[src/rtl/led_pulse_fsm.sv]
// Stretches single-cycle event pulses into visible LED flashes with a minimum on-time and dark gap.
// Define LED_PULSE_QUEUE_EN to queue events that arrive mid-flash and replay them as separate blinks.
module led_pulse_fsm #(
  parameter int unsigned N         = 19,
  parameter int unsigned ON_TICKS  = 3,
  parameter int unsigned OFF_TICKS = 3,
  parameter int unsigned CNT_W     = 4
) (
  input  logic             clk,
  input  logic             reset,
  input  logic             ev,
  output logic             led,
  output logic             busy,
  output logic [CNT_W-1:0] pend,
  output logic             ovf
);

  typedef enum logic [1:0] {
    S_IDLE = 2'd0,
    S_ON   = 2'd1,
    S_GAP  = 2'd2
  } state_e;

  localparam logic [N-1:0] Q_MAX    = '1;
  localparam logic [N-1:0] Q_ONE    = N'(1);
  localparam logic [7:0]   ON_LAST  = 8'(ON_TICKS - 1);
  localparam logic [7:0]   OFF_LAST = 8'(OFF_TICKS - 1);

  state_e         state_q, state_d;
  logic [N-1:0]   q_q, q_d;
  logic [7:0]     t_q, t_d;
  logic           ovf_q, ovf_d;
  logic           led_q, led_d;
  logic           busy_q, busy_d;
  logic           tick_s;
  logic           on_done_s;
  logic           gap_done_s;
  logic           has_pend_s;
  logic           enter_s;
  logic           ev_busy_s;

  assign tick_s     = (q_q == Q_MAX);
  assign on_done_s  = tick_s && (t_q == ON_LAST);
  assign gap_done_s = tick_s && (t_q == OFF_LAST);
  assign enter_s    = (state_d != state_q);
  assign ev_busy_s  = ev && (state_q != S_IDLE);

  // Next-state decision
  always_comb begin
    state_d = state_q;
    case (state_q)
      S_IDLE: begin
        if (ev || has_pend_s) begin
          state_d = S_ON;
        end else begin
          state_d = S_IDLE;
        end
      end
      S_ON: begin
        if (on_done_s) begin
          state_d = S_GAP;
        end else begin
          state_d = S_ON;
        end
      end
      S_GAP: begin
        if (gap_done_s) begin
          state_d = has_pend_s ? S_ON : S_IDLE;
        end else begin
          state_d = S_GAP;
        end
      end
      default: state_d = S_IDLE;
    endcase
  end

  // Prescaler and tick counter restart on every state entry
  always_comb begin
    if (enter_s) begin
      q_d = '0;
      t_d = 8'd0;
    end else begin
      q_d = q_q + Q_ONE;
      t_d = tick_s ? (t_q + 8'd1) : t_q;
    end
  end

  // Output decode of the next state, registered alongside the state
  always_comb begin
    led_d  = (state_d == S_ON);
    busy_d = (state_d != S_IDLE);
  end

`ifdef LED_PULSE_QUEUE_EN
  localparam logic [CNT_W-1:0] PEND_MAX = '1;
  localparam logic [CNT_W-1:0] PEND_ONE = CNT_W'(1);

  logic [CNT_W-1:0] pend_q, pend_d;
  logic             consume_s;

  assign has_pend_s = (pend_q != '0);
  // A queued event is used when IDLE replays it or a GAP rolls straight into the next flash
  assign consume_s  = ((state_q == S_IDLE) && !ev && has_pend_s) ||
                      ((state_q == S_GAP) && gap_done_s && has_pend_s);

  // Pending-event counter with saturation and overflow capture
  always_comb begin
    pend_d = pend_q;
    ovf_d  = ovf_q;
    if (ev_busy_s) begin
      if (consume_s) begin
        pend_d = pend_q;
      end else if (pend_q == PEND_MAX) begin
        ovf_d = 1'b1;
      end else begin
        pend_d = pend_q + PEND_ONE;
      end
    end else if (consume_s) begin
      pend_d = pend_q - PEND_ONE;
    end else begin
      pend_d = pend_q;
    end
  end

  // Queue register
  always_ff @(posedge clk) begin
    if (reset) begin
      pend_q <= '0;
    end else begin
      pend_q <= pend_d;
    end
  end

  assign pend = pend_q;
`else
  assign has_pend_s = 1'b0;

  // Without a queue every event that arrives mid-flash is lost
  always_comb begin
    ovf_d = ovf_q | ev_busy_s;
  end

  assign pend = '0;
`endif

  // State, timers and registered outputs
  always_ff @(posedge clk) begin
    if (reset) begin
      state_q <= S_IDLE;
      q_q     <= '0;
      t_q     <= 8'd0;
      ovf_q   <= 1'b0;
      led_q   <= 1'b0;
      busy_q  <= 1'b0;
    end else begin
      state_q <= state_d;
      q_q     <= q_d;
      t_q     <= t_d;
      ovf_q   <= ovf_d;
      led_q   <= led_d;
      busy_q  <= busy_d;
    end
  end

  assign led  = led_q;
  assign busy = busy_q;
  assign ovf  = ovf_q;

endmodule

[config.mk]
export PLATFORM = sky130hd
export DESIGN_NAME = led_pulse_fsm
export DESIGN_NICKNAME = d
export VERILOG_FILES = /design/src/rtl/led_pulse_fsm.sv
export SDC_FILE = /design/constraint.sdc
export NUM_CORES = 1
export LEC_CHECK = 0
export CORE_ASPECT_RATIO = 1.4
export CORE_MARGIN = 1
export CORE_UTILIZATION = 35
export DETAILED_ROUTE_END_ITERATION = 12
export SLEW_MARGIN = 15
export SYNTH_ARGS = -nofsm -noshare
export SYNTH_HDL_FRONTEND = slang
export SYNTH_SLANG_ARGS = --single-unit
[constraint.sdc]
create_clock -name clk -period 2.4 [get_ports clk]
set_clock_uncertainty 0.1 [all_clocks]
set_input_delay 0.72 -clock clk [delete_from_list [all_inputs] [get_ports clk]]
set_output_delay 0.72 -clock clk [all_outputs]
set_load 0.01 [all_outputs]
# ---- Word level (Yosys, flattened, before mapping)
# Cells that the tools add are included.
dict set report word_totals {
  output_inout_bits 7
  register_bits 32
  wordCells 25
  in_bits 3
}
dict set report op_classes {
  addsub 2
  n_bitwise 1
  n_eq_ne 6
  reduce_logical 6
  n_mux 4
}
# op count
set op_table {}
lappend op_table {{$add 19x1->19 const B} 1}
lappend op_table {{$eq 19x19->1 const B} 1}
lappend op_table {{$add 8x1->8 const B} 1}
lappend op_table {{$eq 8x2->1 const B} 1}
lappend op_table {{$pmux 2 s3} 1}
lappend op_table {{$eq 2x1->1 const B} 2}
lappend op_table {{$mux 2} 2}
lappend op_table {{$reduce_bool 2->1} 2}
lappend op_table {{$eq 2x2->1 const B} 1}
lappend op_table {{$logic_and 1x1->1} 2}
lappend op_table {{$logic_not 2->1} 1}
lappend op_table {{$ne 2x2->1} 1}
lappend op_table {{$reduce_or 2->1} 1}
lappend op_table {{$mux 1} 1}
lappend op_table {{$or 1x1->1} 1}

# ---- Logic depth before layout (Yosys ltp)
# Gate-level depths: netlist of run 1.
dict set report depth {
  ltp_word 6
  depth_mapped 7
}

# ---- Least setup slack after synthesis of run 1
# Ideal clock, no wire load.
dict set report synth_path {
  path_kind {register to register}
  from {register q_q[0]}
  to {register t_q[4]}
  slack_ns 0.284
  t_arrival_ns 1.941
  stages_incl_launch_ff 7
  required_time_ns 2.225
  period_less_slack_ns 2.116
  cell_sequence {dfxtp_1 ha_1 nand3_1 or4_4 buf_6 or4_4 a22oi_2}
}
dict set report synth_between {
  elab_chain_cells 6
}
# element line_no
set synth_lines {}
lappend synth_lines {{start, declared} 30} ;# logic [N-1:0] q_q, q_d;
lappend synth_lines {{start signal, assigned} 157} ;# q_q <= q_d;
lappend synth_lines {{$eq 19x19->1 (*)} 42} ;# assign tick_s = (q_q == Q_MAX);
lappend synth_lines {{$logic_and 1x1->1} {43, 44}}
lappend synth_lines {{$mux 2 (on tied branches)} {60, 67}}
lappend synth_lines {{$pmux 2 s3} 51} ;# case (state_q)
lappend synth_lines {{$ne 2x2->1} 45} ;# assign enter_s = (state_d != state_q);
lappend synth_lines {{$reduce_or 2->1 (no line)} -}
lappend synth_lines {{end signal, assigned} 158} ;# t_q <= t_d;
lappend synth_lines {{end, declared} 31} ;# logic [7:0] t_q, t_d;
# Every way passes the cells marked *; elsewhere a longest branch is shown, timed or not.
# A chain may end at the register's enable or synchronous reset.

# ---- Final worst setup path of run 1
dict set report layout_path {
  from {register q_q[0]}
  to {register t_q[5]}
}
# The elaborated chain is that of the path after synthesis.

==> impl_metrics.tcl, run 1 <==
set metrics [dict create \
    ios 10 \
    synth.distinct_cells 37 \
    cts_resized 0 \
    async_flop_share 0 \
    p_total_mw 1.03 \
    cts_sinks 32 \
    synth_top_area_frac 0.410 \
    setup_violations 0 \
    fill_cells 441 \
    rsz0062_at_grt "no" \
    fin_crit_sh 0.915 \
    slew_viol_final 0 \
    clk-insertion-delay-late_ns 0.28 \
    drive_above_1_share 0.0815 \
    grt_pass1_wl_mm 5.91 \
    ys_warn_count 0 \
    fin_cells 244 \
    antenna_found_initial 0 \
    root_buffer "clkbuf_8" \
    grt_max_degree 24 \
    dr_total_vias 1305 \
    dp_cells 236 \
    worst-endpoint-required_ns 2.50 \
    io_buffers 5 \
    reg2reg_from "q_q[0]" \
    multi_input_area_sq_um 843 \
    synth_edf_count 0 \
    routed_wl_mm 3.21 \
    ys_seq_elements 32 \
    worstPathMaxFanout 6 \
    hpwl_mm 2.28 \
    synth.avg_cell_area_sq_um 8.93 \
    clockBufferDepth 2 \
    numCtsBuffers 5 \
    power_density_mw_per_mm2 580 \
    fp-row-count 28 \
    die_height_microns 81.1 \
    p_leak_nw 0.539 \
    cts_tree "built" \
    grt_overflow 0 \
    drt.antenna.violating_nets 0 \
    dieWidth_microns 58.5 \
    clock.fmax_mhz 455 \
    irDropWorstVdd_v 0.000321 \
    finalCriticalPeriod_ns 2.20 \
    synth_area_leader_cell "dfxtp_1" \
    post_cts_buffers 0 \
    h-tree-depth 2 \
    initial_core_util 0.369 \
    core_area_sq_mm 0.00424 \
    maxCapViolCount 0 \
    cp-start-kind "flop" \
    final_hold_viol_count 0 \
    grt_pass1_vias 1335 \
    drtPass1Iterations 4 \
    grt_usage 0.164 \
    hold_class "reg -> reg" \
    register_area_sq_um 641 \
    finalSetupTns_ns 0 \
    num_antenna_cells 0 \
    dieArea_sq_mm 0.00474 \
    critical_path.endpoint_type "flop" \
    syn_to_final_growth_pct 13.1 \
    first_iter_violations 28 \
    drc 0 \
    outcome "complete, no violations" \
    arrival_ns 2.30 \
    synth_area_leaders "dfxtp_1 (41%), a21oi_1 (5.1%), xnor2_1 (5.0%), nand3_1 (3.8%), a22oi_1 (3.8%)" \
    via_per_inst 5.35 \
    fin_nets 189 \
    synthFlopType "dfxtp_1" \
    crit_start "q_q[0]" \
    synthCells 175 \
    post_drt_wl_per_cell_microns 13.1 \
    worstHoldStart "ovf" \
    clk_pin_slew_ns 0.07 \
    syn-cell-area_sq_mm 0.00156 \
    critical_path_class "reg -> reg" \
    synth_seq_area_share 0.410 \
    gp_congestion 0.786 \
]
==> per-stage QoR <==
stage | hold slack (ns) | setup WS (ns) | instance area (sq um) | util
2_1_floorplan | 0.339 | 0.284 | 1570 | -
3_3_place_gp | 0.334 | 0.120 | 1680 | 0.396
3_5_place_dp | 0.343 | 0.0634 | 1680 | 0.396
4_1_cts | 0.353 | 0.0928 | 1770 | 0.417
5_1_grt | 0.367 | 0.0546 | 1770 | 0.417
6_report | 0.348 | 0.204 | 1770 | 0.417
==> cells in the final DEF (no fill, tap or decap), types with 2 or more instances in the layout <==
cell type        synthesis  layout
nand2_1                  8       8
nor3_1                   7       7
or4_1                    8       8
a21oi_1                 16      16
o21ai_0                  7       7
o31ai_1                  7       7
a22oi_1                  8       8
clkdlybuf4s50_1          0       5
inv_1                    5       5
conb_1                   1       4
nand3_1                 12      12
a21boi_0                 2       2
xnor2_1                  9       9
dfxtp_1                 32      32
xor2_1                   4       4
or3_1                    6       6
or4_4                    2       2
clkbuf_8                 0       6
clkbuf_1                 4       2
and3_1                   4       4
nand4_1                  5       5
buf_4                    4       4
nor2_1                   3       3
o311ai_0                 2       2
ha_1                     3       3
==> area by class of cell <==
type                       count  area share
clock buffer                   8      0.0510
inverter                       5      0.0106
multi-input combinational    129       0.477
sequential                    32       0.362
tap                           60      0.0425
timing repair buffer          10      0.0566
==> synth_stat cells (5+ instances only) <==
master / number
xnor2_1: 9
or3_1: 6
nand2_1: 8
nand4_1: 5
or4_1: 8
inv_1: 5
a22oi_1: 8
dfxtp_1: 32
o31ai_1: 7
nand3_1: 12
o21ai_0: 7
nor3_1: 7
a21oi_1: 16
==> power by group <==
part	switching, mW	internal, mW
Clock	0.192	0.234
Combinational	0.0304	0.0240
Sequential	0.00568	0.539
Total	0.228	0.797
==> sequential cells by signal (all words and copies together), names as in the netlist <==
| name | flops |
|---|---|
| state_q | 2 |
| led | 1 |
| busy | 1 |
| q_q | 19 |
| ovf | 1 |
| t_q | 8 |
==> cells by family after synthesis <==
family / after synthesis / share of synthesized area
fa+ha+maj: 3 / 0.0240
compound gates: 49 / 0.203
xor+xnor: 13 / 0.0729
buf+inv: 17 / 0.0576
flops: 32 / 0.410
other cells: 1 / 0.00240
simple gates: 60 / 0.231
==> worst paths after layout <==
kind,endpoint,slack (ns),depth (start not counted)
max reg2reg,t_q[5],0.20,5
max,t_q[5],0.20,5
min reg2reg,ovf,0.35,2
min,ovf,0.35,2
==> metal layers <==
| metal | up-vias | track usage | part of all wire |
|---|---|---|---|
| met2 | 17 | 0.290 | 0.52 |
| li1 | 664 | - | - |
| met1 | 620 | 0.182 | 0.42 |
| met3 | 4 | 0.0478 | 0.037 |
| met4 | 0 | 0.0667 | 0.018 |
| met5 | - | 0 | 0 |
==> what timing repair did <==
action / 4_1_cts / 5_1_grt
setup endpoints to repair: 0 / 6
hold endpoints to repair: 0 / 0
hold buffers: 0 / 0
==> worst max-delay path, cell delays in order (launching register included) <==
cell,delay (ns)
dfxtp_1,0.37
ha_1,0.22
nand3_1,0.15
or4_1,0.64
or4_1,0.50
a22oi_1,0.15
No activity file was read; power rests on OpenSTA's default activity.
==> inputs of run 2 (changes only) <==
- CORE_MARGIN: 1 -> 2
- CORE_UTILIZATION: 35 -> 55
- PLACE_DENSITY: unset -> 0.75
==> run 2 against run 1 <==
Global-route usage increased by 5.1 points. Combinational power increased by 2%. First-iteration DRC count increased by 120%. Flip-flop and latch count unchanged. Cell area decreased by 2.1%. Non-clock buffer count increased by 1. Core utilization increased by 23 points. Worst hold slack improved by 0.018 ns. Fmax decreased by 3.9%. Sequential power about the same. Largest power group unchanged.
==> impl_metrics.tcl, run 2 (synthesis gave the netlist of run 1 again) <==
set metrics [dict create \
    dieWidth_microns 49.1 \
    max_stage_delay_ns 0.68 \
    drive_above_1_share 0.0919 \
    grt_overflow 0 \
    clk_pin_slew_ns 0.10 \
    timing.hold.ws_ns 0.366 \
    grt_usage 0.215 \
    h-tree-depth 2 \
    numCtsBuffers 5 \
    reg_top3 "q_q x19, t_q x8, state_q x2" \
    largest_reg_flops 19 \
    arrival_ns 2.46 \
    root_buffer "clkbuf_4" \
    clkPwrFrac 0.401 \
    worst_r2r_endpoint "t_q[4]" \
    cp_slowest_cell "or4_4" \
    r2r_cells 5 \
    routed_wl_mm 3.19 \
    dr_total_vias 1324 \
    via_per_inst 5.99 \
    worstPathMaxFanout 19 \
    maxCapViolCount 0 \
    cts_tree "built" \
    drc 0 \
    min_to "ovf" \
    critical_path_class "reg -> reg" \
    layout_commonest_cell "dfxtp_1" \
    post_cts_buffers 0 \
    final_util 0.649 \
    power_density_mw_per_mm2 578 \
    grt_pass1_vias 1238 \
    cp-start-kind "flop" \
    post_drt_wl_per_cell_microns 14.4 \
    finalSetupTns_ns 0 \
    die_height_microns 67.1 \
    rsz0062_at_grt "no" \
    p_int_mw 0.781 \
    setup_violations 0 \
    final_hold_viol_count 0 \
    crit_buf_inv 0 \
    drtPass1Iterations 4 \
    irDropWorstVdd_v 0.000385 \
    cts_sinks 32 \
    path_delay_family "simple AND/OR/NAND/NOR gates" \
    worst-endpoint-required_ns 2.57 \
    fill_cells 220 \
    grt_max_degree 24 \
    p_leak_nw 0.539 \
    pwr-share-comb 0.055 \
    p_switching_mw 0.219 \
    worstHoldStart "ovf" \
    num_antenna_cells 0 \
    clock.fmax_mhz 438 \
    holdPathStages 2 \
    io_buffers 5 \
    finalCriticalPeriod_ns 2.29 \
    clk-insertion-delay-late_ns 0.34 \
    hpwl_mm 2.29 \
    critical_path.endpoint_type "flop" \
    hold_class "reg -> reg" \
    core_area_sq_mm 0.00267 \
    outcome "complete, no violations" \
    initial_core_util 0.585 \
    drt.antenna.violating_nets 0 \
    grt_pass1_wl_mm 5.36 \
    hold_buffers 0 \
    reg2reg_from "q_q[0]" \
    fin_crit_sh 0.952 \
    fin_nets 190 \
    syn_to_final_growth_pct 10.8 \
    regMostFlops "q_q" \
    final_cell_mix "dfxtp_1 (32), a21oi_1 (16), nand3_1 (12)" \
    fp-row-count 22 \
    pwr-share-seq 0.544 \
    p_sw_frac 0.219 \
    path_depth 5 \
    ios 10 \
    path_cells "ha_1 > nand3_1 > or4_4 > or4_4 > a22oi_2" \
    dieArea_sq_mm 0.00329 \
    slew_viol_final 0 \
    clockBufferDepth 2 \
    cts_resized 0 \
    cp_common_cell "or4_4" \
    first_iter_violations 62 \
    r2r_slack_ns 0.11 \
    antenna_found_initial 0 \
    gp_congestion 0.824 \
]
-- run 2: cell type report --
type,instances,area [sq um],share of cell area
clock buffers,6,41.3,0.0238
clock inverters,2,35.0,0.0202
inverters,5,18.8,0.0108
flip-flops and latches,32,641,0.370
multi-input cells,129,843,0.487
well taps,36,45.0,0.0260
repair buffers,11,108,0.0621
-- run 2: worst reg2reg max path: cells and delay by family (launching register included) --
| family | cells | cell delay [ns] |
|---|---|---|
| AND/OR/NAND/NOR | 3 | 1.38 |
| flip-flops | 1 | 0.38 |
| AO/OA/AOI/OAI | 1 | 0.15 |
| adder cells (fa/ha/maj) | 1 | 0.22 |
-- run 2: how the worst max path moves through the flow --
stage	from	endpoint
after floorplan	q_q[0]	t_q[4]
after global placement	ev	t_q[6]
after detailed placement	ev	q_q[14]
after CTS	q_q[0]	t_q[4]
after global routing	q_q[0]	q_q[18]
final	q_q[0]	t_q[4]
-- run 2: layer usage --
| layer | GRT usage | wire [microns] | up-vias |
|---|---|---|---|
| li1 | - | - | 663 |
| met1 | 0.232 | 1390 | 640 |
| met2 | 0.394 | 1690 | 18 |
| met3 | 0.0561 | 68 | 3 |
| met4 | 0.0893 | 33 | 0 |
| met5 | 0 | 0 | - |
-- run 2: metrics by stage --
stage | total power, mW | cell area, sq um | cells | setup slack, ns
2_1_floorplan | 0.590 | 1570 | 178 | 0.284
3_3_place_gp | 0.609 | 1660 | 213 | 0.0563
3_5_place_dp | 0.611 | 1660 | 213 | 0.00285
4_1_cts | 1.01 | 1730 | 221 | 0.102
5_1_grt | 1.03 | 1730 | 221 | 0.0133
6_report | 1.00 | 1730 | 221 | 0.115
-- run 2: power by group through the flow --
stage / clock network, mW / registers, mW / logic, mW
global placement: 0 / 0.556 / 0.0529
finish: 0.401 / 0.544 / 0.0553
detailed placement: 0 / 0.557 / 0.0545
CTS: 0.409 / 0.544 / 0.0547
floorplan: 0 / 0.558 / 0.0324
global route: 0.427 / 0.546 / 0.0610
